==> src/rtl/sbus_transfer_ctrl.sv <==
// Moves one holding register onto another over the shared S-bus, arbitrating round-robin between requesters A and B.
// Latency: grant is registered one cycle after the IDLE sample, and each transfer takes 4 cycles (IDLE, DRIVE, LOAD, DONE).
// Backpressure: a requester holds req until its done pulse; the other request waits in IDLE, and a held req counts as a new request.
module sbus_transfer_ctrl #(
    parameter  int NREG = 4,
    localparam int IW   = $clog2(NREG)
) (
    input  logic            clk,
    input  logic            rst_n,
    input  logic [1:0]      req,
    input  logic [IW-1:0]   src_a,
    input  logic [IW-1:0]   dst_a,
    input  logic [IW-1:0]   src_b,
    input  logic [IW-1:0]   dst_b,
    output logic [1:0]      grant,
    output logic [IW-1:0]   src_sel,
    output logic            src_oe,
    output logic [NREG-1:0] sr,
    output logic [1:0]      done,
    output logic            busy,
    output logic [7:0]      xfer_cnt
);

    typedef enum logic [1:0] {
        IDLE  = 2'd0,
        DRIVE = 2'd1,
        LOAD  = 2'd2,
        DONE  = 2'd3
    } state_t;

    // Index range check: a non-power-of-two NREG leaves codes with no register behind them.
    localparam logic [IW:0] NREG_L = (IW+1)'(NREG);

    state_t        state_q, state_d;
    logic [1:0]    grant_q;
    logic [IW-1:0] src_q, dst_q;
    logic          last_b_q;   // 1 = B was served last, so A wins the next tie
    logic [7:0]    cnt_q;
    logic          win_b;
    logic          src_ok;

    // Next state, arbitration winner, and outputs decoded from state and latched registers only.
    always_comb begin
        state_d = state_q;
        win_b   = 1'b0;
        src_ok  = ({1'b0, src_q} < NREG_L);
        src_oe  = 1'b0;
        sr      = '0;
        done    = 2'b00;
        unique case (state_q)
            IDLE: begin
                if (req != 2'b00) begin
                    state_d = DRIVE;
                    win_b   = (req == 2'b10) || ((req == 2'b11) && !last_b_q);
                end
            end
            DRIVE: begin
                state_d = LOAD;
                src_oe  = src_ok;
            end
            LOAD: begin
                state_d = DONE;
                src_oe  = src_ok;
                // An out-of-range dst_q matches no bit, so sr stays zero.
                for (int i = 0; i < NREG; i++) begin
                    sr[i] = (dst_q == IW'(i));
                end
            end
            DONE: begin
                state_d = IDLE;
                done    = grant_q;
            end
            default: state_d = IDLE;
        endcase
    end

    // State register, grant/index latches, round-robin pointer and completion counter.
    always_ff @(posedge clk or negedge rst_n) begin
        if (!rst_n) begin
            state_q  <= IDLE;
            grant_q  <= 2'b00;
            src_q    <= '0;
            dst_q    <= '0;
            last_b_q <= 1'b1;
            cnt_q    <= 8'd0;
        end else begin
            state_q <= state_d;
            if ((state_q == IDLE) && (req != 2'b00)) begin
                grant_q <= win_b ? 2'b10 : 2'b01;
                src_q   <= win_b ? src_b : src_a;
                dst_q   <= win_b ? dst_b : dst_a;
            end
            // Counter and pointer take their new values as the FSM enters DONE.
            if (state_q == LOAD) begin
                cnt_q    <= cnt_q + 8'd1;
                last_b_q <= grant_q[1];
            end
            if (state_q == DONE) begin
                grant_q <= 2'b00;
            end
        end
    end

    assign grant    = grant_q;
    assign src_sel  = src_q;
    assign busy     = (state_q != IDLE);
    assign xfer_cnt = cnt_q;

endmodule
==> config.mk <==
export PLATFORM = sky130hd
export DESIGN_NAME = sbus_transfer_ctrl
export DESIGN_NICKNAME = d
export VERILOG_FILES = /design/src/rtl/sbus_transfer_ctrl.sv
export SDC_FILE = /design/constraint.sdc
export NUM_CORES = 1
export LEC_CHECK = 0
export BUFFER_PORTS_ARGS = -buffer_cell sky130_fd_sc_hd__buf_2
export CORE_ASPECT_RATIO = 1.1
export CORE_UTILIZATION = 43
export DETAILED_ROUTE_END_ITERATION = 6
export GPL_TIMING_DRIVEN = 0
export PLACE_DENSITY = 0.73
export RECOVER_POWER = 100
export SETUP_SLACK_MARGIN = 0.05
export SKIP_CTS_REPAIR_TIMING = 1
export SLEW_MARGIN = 10
export SYNTH_ARGS = -nofsm -noshare
export SYNTH_HDL_FRONTEND = slang
export SYNTH_SLANG_ARGS = --single-unit
==> constraint.sdc <==
create_clock -name clk -period 1.2 [get_ports clk]
set_input_delay 0.06 -clock clk [delete_from_list [all_inputs] [get_ports clk]]
set_output_delay 0.06 -clock clk [all_outputs]
set_load 0.02 [all_outputs]
==> reports/results.ini, run 1 <==
[critical_path]
worst-path-max-fanout = 8
cp.required_ns = 1.14
worst_ep_arrival_time_ns = 1.39
cp_cell_sequence = inv_2 > ha_4 > buf_8 > nor3b_4 > buf_6
critical_path_buf_inv_count = 3
cp_top_family = flip-flops
cp-start-kind = flop
crit_slowest_cell = dfrtp_1
endpoint_kind = primary output
cpPeakStageDelay_ns = 0.41
crit_type = reg2out

[logic_synthesis]
synth_top_family_by_area = simple AND/OR/NAND/NOR gates
synthesis.nets = 100
synth-xor-area-share_pct = 6.85
netlist_instances = 83
synth.distinct_cells = 27
synthMuxAreaShare_pct = 5.31
seq_area_frac_synth_pct = 47.7
post_synth.cell_area_avg_sq_um = 10.8
synth_warnings = 0
synth_simple_gate_area_share_pct = 20.6
syn_area_sq_um = 895
synth-compound-area-share_pct = 6.99
synth_fa_ha_area_share_pct = 6.99
synth-seq-cells = 17

[placement]
place_congestion = 0.859
dp_hpwl_um = 1300
numPortBuffers = 30
placed_cell_area_sq_um = 1090
placedCellCount = 140
place_ws_ns = -0.112

[routing]
via_per_inst = 5.05
routed_wl_um = 1840
drcViolationCount = 0
postRouteAntennaNets = 0
drt_iter0_drc = 11
vias = 752
wl_per_cell_um = 12.3
firstDrtPassIters = 4

[layout]
final_common_cell = dfrtp_1
antenna_cells = 0
drive_gt1_share_pct = 35.2
fin_area_sq_um = 1210
layout.nets = 140
multiInputGateArea_sq_um = 454
layout_common_cells = 15 x dfrtp_1, 14 x clkbuf_1, 11 x buf_2, 7 x buf_6, 7 x nand4_1
nFillCells = 169
area_growth_syn_to_layout_pct = 34.8
layout.cells.non_filler = 149
final-seq-area_sq_um = 428

[clocking]
cts_buffers = 3
htreeDepth = 1
clk_pin_slew_ns = 0.10
worstSkewPairLatency_ns = 0.29
cts.sinks = 17
cts-root-buf = clkbuf_4
cts_tree = built
clk_path_buf_depth = 2

[floorplanning]
fp.dieH_um = 49.8
fp-row-count = 16
die_w_um = 45.5
dieArea_sq_um = 2270
core-area_sq_um = 1860
start_util_pct = 48.1
pin_count = 32

[timing]
min_period_ns = 1.45
rsz0062_at_grt = true
max_freq_mhz = 692
tightestPinTransition_ns = 0.890
hold_viol_final = 0
relSlewSlack_pct = 40.7
setup_viol = 20
slew_viol_final = 0
timing.hold.ws_ns = 0.0332
final.setup_skew_ns = 0.000771
fin_crit_sh_pct = 120
final.setup.worst_slack_ns = -0.245

[power]
power_leakage_nw = 0.551
p_per_area_nw_per_um2 = 2690
ir_drop_v = 0.00179
finalPower_mw = 3.25

[global_route]
grt_max_degree = 18
antenna_found_initial = 0
grt_pass1_wl_um = 2750
grt.total_usage_pct = 17.2
grt_pass1_vias = 632
grt_remaining_overflow = 0

[job]
drv_cap = 0

[status]
status = finished, violations left
violations = setup timing

[worst_hold_path]
hp-class = in2reg

## area by class of cell
| type | instances | area share, % |
|---|---|---|
| inverters | 3 | 0.934 |
| plain buffers | 4 | 4.05 |
| repair buffers | 35 | 16.9 |
| well taps | 27 | 2.80 |
| flip-flops and latches | 17 | 35.5 |
| multi-input cells | 59 | 37.7 |
| clock buffers | 4 | 2.18 |
## worst paths after layout
| check | slack, ns | from | cells past startpoint | endpoint |
|---|---|---|---|---|
| min in group asynchronous | 0.41 | rst_n | 2 | xfer_cnt[4] |
| worst max register to register | -0.16 | state_q[1] | 7 | dst_q[1] |
| worst min-delay path | 0.03 | dst_a[0] | 3 | dst_q[0] |
| worst max-delay path | -0.25 | state_q[0] | 5 | sr[0] |
| max in group asynchronous | 0.19 | rst_n | 2 | state_q[1] |
| worst min register to register | 0.48 | xfer_cnt[7] | 1 | xfer_cnt[7] |
## sequential cells by signal (all words and copies together) (netlist names)
signal,cells
src_sel,2
dst_q,2
last_b_q,1
xfer_cnt,8
grant,2
state_q,2
## report_power, final
group / internal [mW] / switching [mW] / leakage (nW)
Clock: 0.129 / 0.182 / 0.0150
Combinational: 0.873 / 0.977 / 0.331
Sequential: 0.831 / 0.254 / 0.205
Total: 1.83 / 1.41 / 0.551
## cells by family (layout without fill, tap and decap cells)
| kind of cell | Yosys count | count (layout) |
|---|---|---|
| XOR/XNOR | 7 | 7 |
| AO/OA/AOI/OAI | 11 | 11 |
| flip-flops | 17 | 17 |
| adder cells (fa/ha/maj) | 5 | 5 |
| buffers and inverters | 7 | 46 |
| AND/OR/NAND/NOR | 32 | 32 |
| multiplexers | 4 | 4 |
## through the flow
stage / utilization (%) / setup TNS [ns]
3_3_place_gp: 58.7 / -0.560
3_5_place_dp: 58.7 / -0.740
4_1_cts: 60.1 / -2.92
2_1_floorplan: - / -0.0605
5_1_grt: 64.8 / -4.06
6_report: 64.8 / -2.64
## synth_stat cells
master	n	area (sq um)
and3_1	3	18.8
o21ai_0	5	25.0
nand4_1	7	43.8
inv_1	3	11.3
mux2_2	2	22.5
nand2_2	1	6.26
nor2_2	1	6.26
mux2i_1	1	10.0
mux2_4	1	15.0
buf_6	3	33.8
a31oi_1	4	25.0
xnor2_1	6	52.6
nand2_1	6	22.5
nand3_1	1	5.00
xor2_1	1	8.76
buf_2	1	5.00
dfrtp_1	16	400
nor3b_2	1	12.5
dfstp_2	1	26.3
nor3b_1	1	7.51
a21oi_1	1	5.00
ha_1	5	62.6
o21a_1	1	7.51
and3b_1	1	8.76
nor2_4	1	11.3
nor2_1	6	22.5
and2_1	3	18.8
## per-layer routing
metal / vias up / share of wire [%] / track usage (%)
li1: 367 / - / -
met1: 353 / 41 / 21.4
met2: 28 / 53 / 27.1
met3: 4 / 4.4 / 3.66
met4: 0 / 1.8 / 9.09
met5: - / 0 / 0
## worst register-to-register path, cell delays in order, from the launching register on
cell,delay [ns]
dfrtp_2,0.46
inv_1,0.09
ha_1,0.16
buf_6,0.13
o21a_1,0.14
buf_6,0.13
nor2_1,0.04
a31oi_1,0.14
Power figures use the tool's default switching activity.
==> run 2, diff against run 1 <==
Settings changed: CORE_MARGIN from default to 2.
==> run 2 against run 1 <==
  * The run still ends with setup timing left
  * Register-to-register slack got worse by 0.03 ns
  * Routed wire length increased by 0.11%
  * Total power increased by 3.1%
  * Clock power about the same
  * Critical path type unchanged
  * Largest power group unchanged
  * Highest routed layer unchanged
==> reports/results.ini, run 2 (synthesized netlist as in run 1, its figures left out) <==
[layout]
area_growth_syn_to_layout_pct = 39.0
final_common_cell = dfrtp_1
nFillCells = 177  ; +4.7%
layout_common_cells = 15 x dfrtp_1, 12 x clkbuf_1, 11 x buf_2, 10 x buf_4, 8 x buf_6
antenna_cells = 0  ; unchanged
fin_area_sq_um = 1240  ; +3.1%
layout.nets = 144  ; +2.9%
drive_gt1_share_pct = 39.7  ; +4.4 points
largest_reg_flops = 8  ; unchanged

[placement]
placed_cell_area_sq_um = 1090  ; +0.11%
dp_hpwl_um = 1300  ; +0.12%
place_congestion = 0.757  ; -12%
numPortBuffers = 30  ; unchanged
place_ws_ns = -0.119  ; -0.00727 ns

[critical_path]
crit_slowest_cell = dfrtp_1
cpPeakStageDelay_ns = 0.41  ; about the same
crit_type = reg2out
worst-path-max-fanout = 6  ; -2
regToRegStartpoint = state_q[1]
cp.required_ns = 1.14  ; about the same
cp-start-kind = flop
endpoint_kind = primary output
cp_cell_sequence = inv_2 > ha_4 > buf_6 > nor3b_2 > buf_4
worst_ep_arrival_time_ns = 1.38  ; about the same
crit_start = state_q[0]

[timing]
max_freq_mhz = 696  ; +0.61%
slew_viol_final = 0  ; unchanged
relSlewSlack_pct = 71.3  ; +31 points
final.setup.worst_slack_ns = -0.237  ; +0.00874 ns
min_period_ns = 1.44  ; -0.00874 ns
fin_crit_sh_pct = 120  ; -0.73 points
rsz0062_at_grt = true
setup_viol = 20  ; unchanged
hold_viol_final = 0  ; unchanged
tightestPinTransition_ns = 0.430  ; -0.460 ns
final.setup_skew_ns = 0.00801  ; +0.00724 ns

[global_route]
grt_max_degree = 18  ; unchanged
grt_pass1_vias = 665  ; +5.2%
antenna_found_initial = 0  ; unchanged
grt_remaining_overflow = 0  ; unchanged
grt_pass1_wl_um = 2660  ; -3.5%
grt.total_usage_pct = 15.1  ; -2.1 points

[status]
violations = setup timing
status = finished, violations left

[floorplanning]
fp.dieH_um = 51.8  ; +4.0%
dieArea_sq_um = 2460  ; +8.6%
start_util_pct = 45.2  ; -2.8 points
die_w_um = 47.5  ; +4.4%
fp-row-count = 17  ; +1
core-area_sq_um = 1980  ; +6.2%
pin_count = 32  ; unchanged

[worst_hold_path]
min_from = dst_a[1]
hp-class = in2reg

[clocking]
cts_buffers = 3  ; unchanged
worstSkewPairLatency_ns = 0.29  ; about the same
clk_path_buf_depth = 2  ; unchanged
cts.sinks = 17  ; unchanged
cts_tree = built
clk_pin_slew_ns = 0.11  ; about the same
cts-root-buf = clkbuf_4
htreeDepth = 1  ; unchanged

[power]
p_per_area_nw_per_um2 = 2690  ; about the same
power_leakage_nw = 0.595  ; +8.0%
ir_drop_v = 0.00148  ; -17%
finalPower_mw = 3.35  ; +3.1%

[routing]
met1_length_um = 825  ; +9.4%
drcViolationCount = 0  ; unchanged
routed.top_layer = met4
routed-wl-met3_um = 72  ; -11%
firstDrtPassIters = 4  ; unchanged
via_per_inst = 4.90  ; -3.0%
wl_per_cell_um = 12.0  ; -3.1%
vias = 754  ; +0.27%
postRouteAntennaNets = 0  ; unchanged
routed_wl_um = 1840  ; +0.11%
dr_wl_met2_um = 929  ; -4.3%
drt_iter0_drc = 5  ; -6

[job]
drv_cap = 0  ; unchanged

run 2: changes by cell type in the layout (fill, tap and decap cells not counted), moves of 2 or more:
cell      previous run  this run
clkbuf_1            14        12
buf_4                6        10
nand2_4              0         2
nand2_2              2         0
run 2: power by group:
| part | total (mW) | internal [mW] | switching [mW] |
|---|---|---|---|
| combinational | 1.95 | 0.960 | 0.994 |
| sequential | 1.08 | 0.831 | 0.251 |
| clock | 0.310 | 0.124 | 0.186 |
run 2: stage by stage:
step                      hold slack (ns)  utilization (%)  setup TNS, ns  cells
final                              0.0398             62.9          -2.62    154
after global routing               0.0438             62.9          -4.42    154
after CTS                          -0.318             56.7          -3.08    145
after detailed placement          0.00655             55.3         -0.929    141
after global placement           -0.00373             55.3         -0.551    141
after floorplan                    -0.236                -        -0.0605     83
run 2: layer usage:
metal	vias to the layer above	GRT usage, %
met5	-	0
li1	373	-
met4	0	6.94
met3	2	3.13
met2	18	23.6
met1	361	19.4
run 2: cell type report:
class / instances / area, sq um / area share (%)
multi-input cells: 59 / 462 / 37.1
flip-flops and latches: 17 / 428 / 34.4
repair buffers: 39 / 235 / 18.9
plain buffers: 4 / 45.0 / 3.62
well taps: 28 / 35.0 / 2.82
clock buffers: 3 / 22.5 / 1.81
inverters: 3 / 11.3 / 0.905
clock inverters: 1 / 5.00 / 0.402
run 2: path summary, 6_finish.rpt:
| check | end | slack (ns) | cells past startpoint |
|---|---|---|---|
| hold reg to reg | xfer_cnt[7] | 0.48 | 1 |
| max in group asynchronous | last_b_q | 0.65 | 2 |
| setup / recovery | sr[0] | -0.24 | 5 |
| min in group asynchronous | xfer_cnt[3] | 0.22 | 2 |
| hold / removal | dst_q[1] | 0.04 | 3 |
| setup reg to reg | state_q[1] | -0.19 | 6 |
run 2: worst max-delay path: cells and delay by family (launching register included):
kind                     cells  cell delay, ns
flip-flops                   1            0.41
buffers and inverters        3            0.38
adder cells (fa/ha/maj)      1            0.15
AND/OR/NAND/NOR              1            0.15
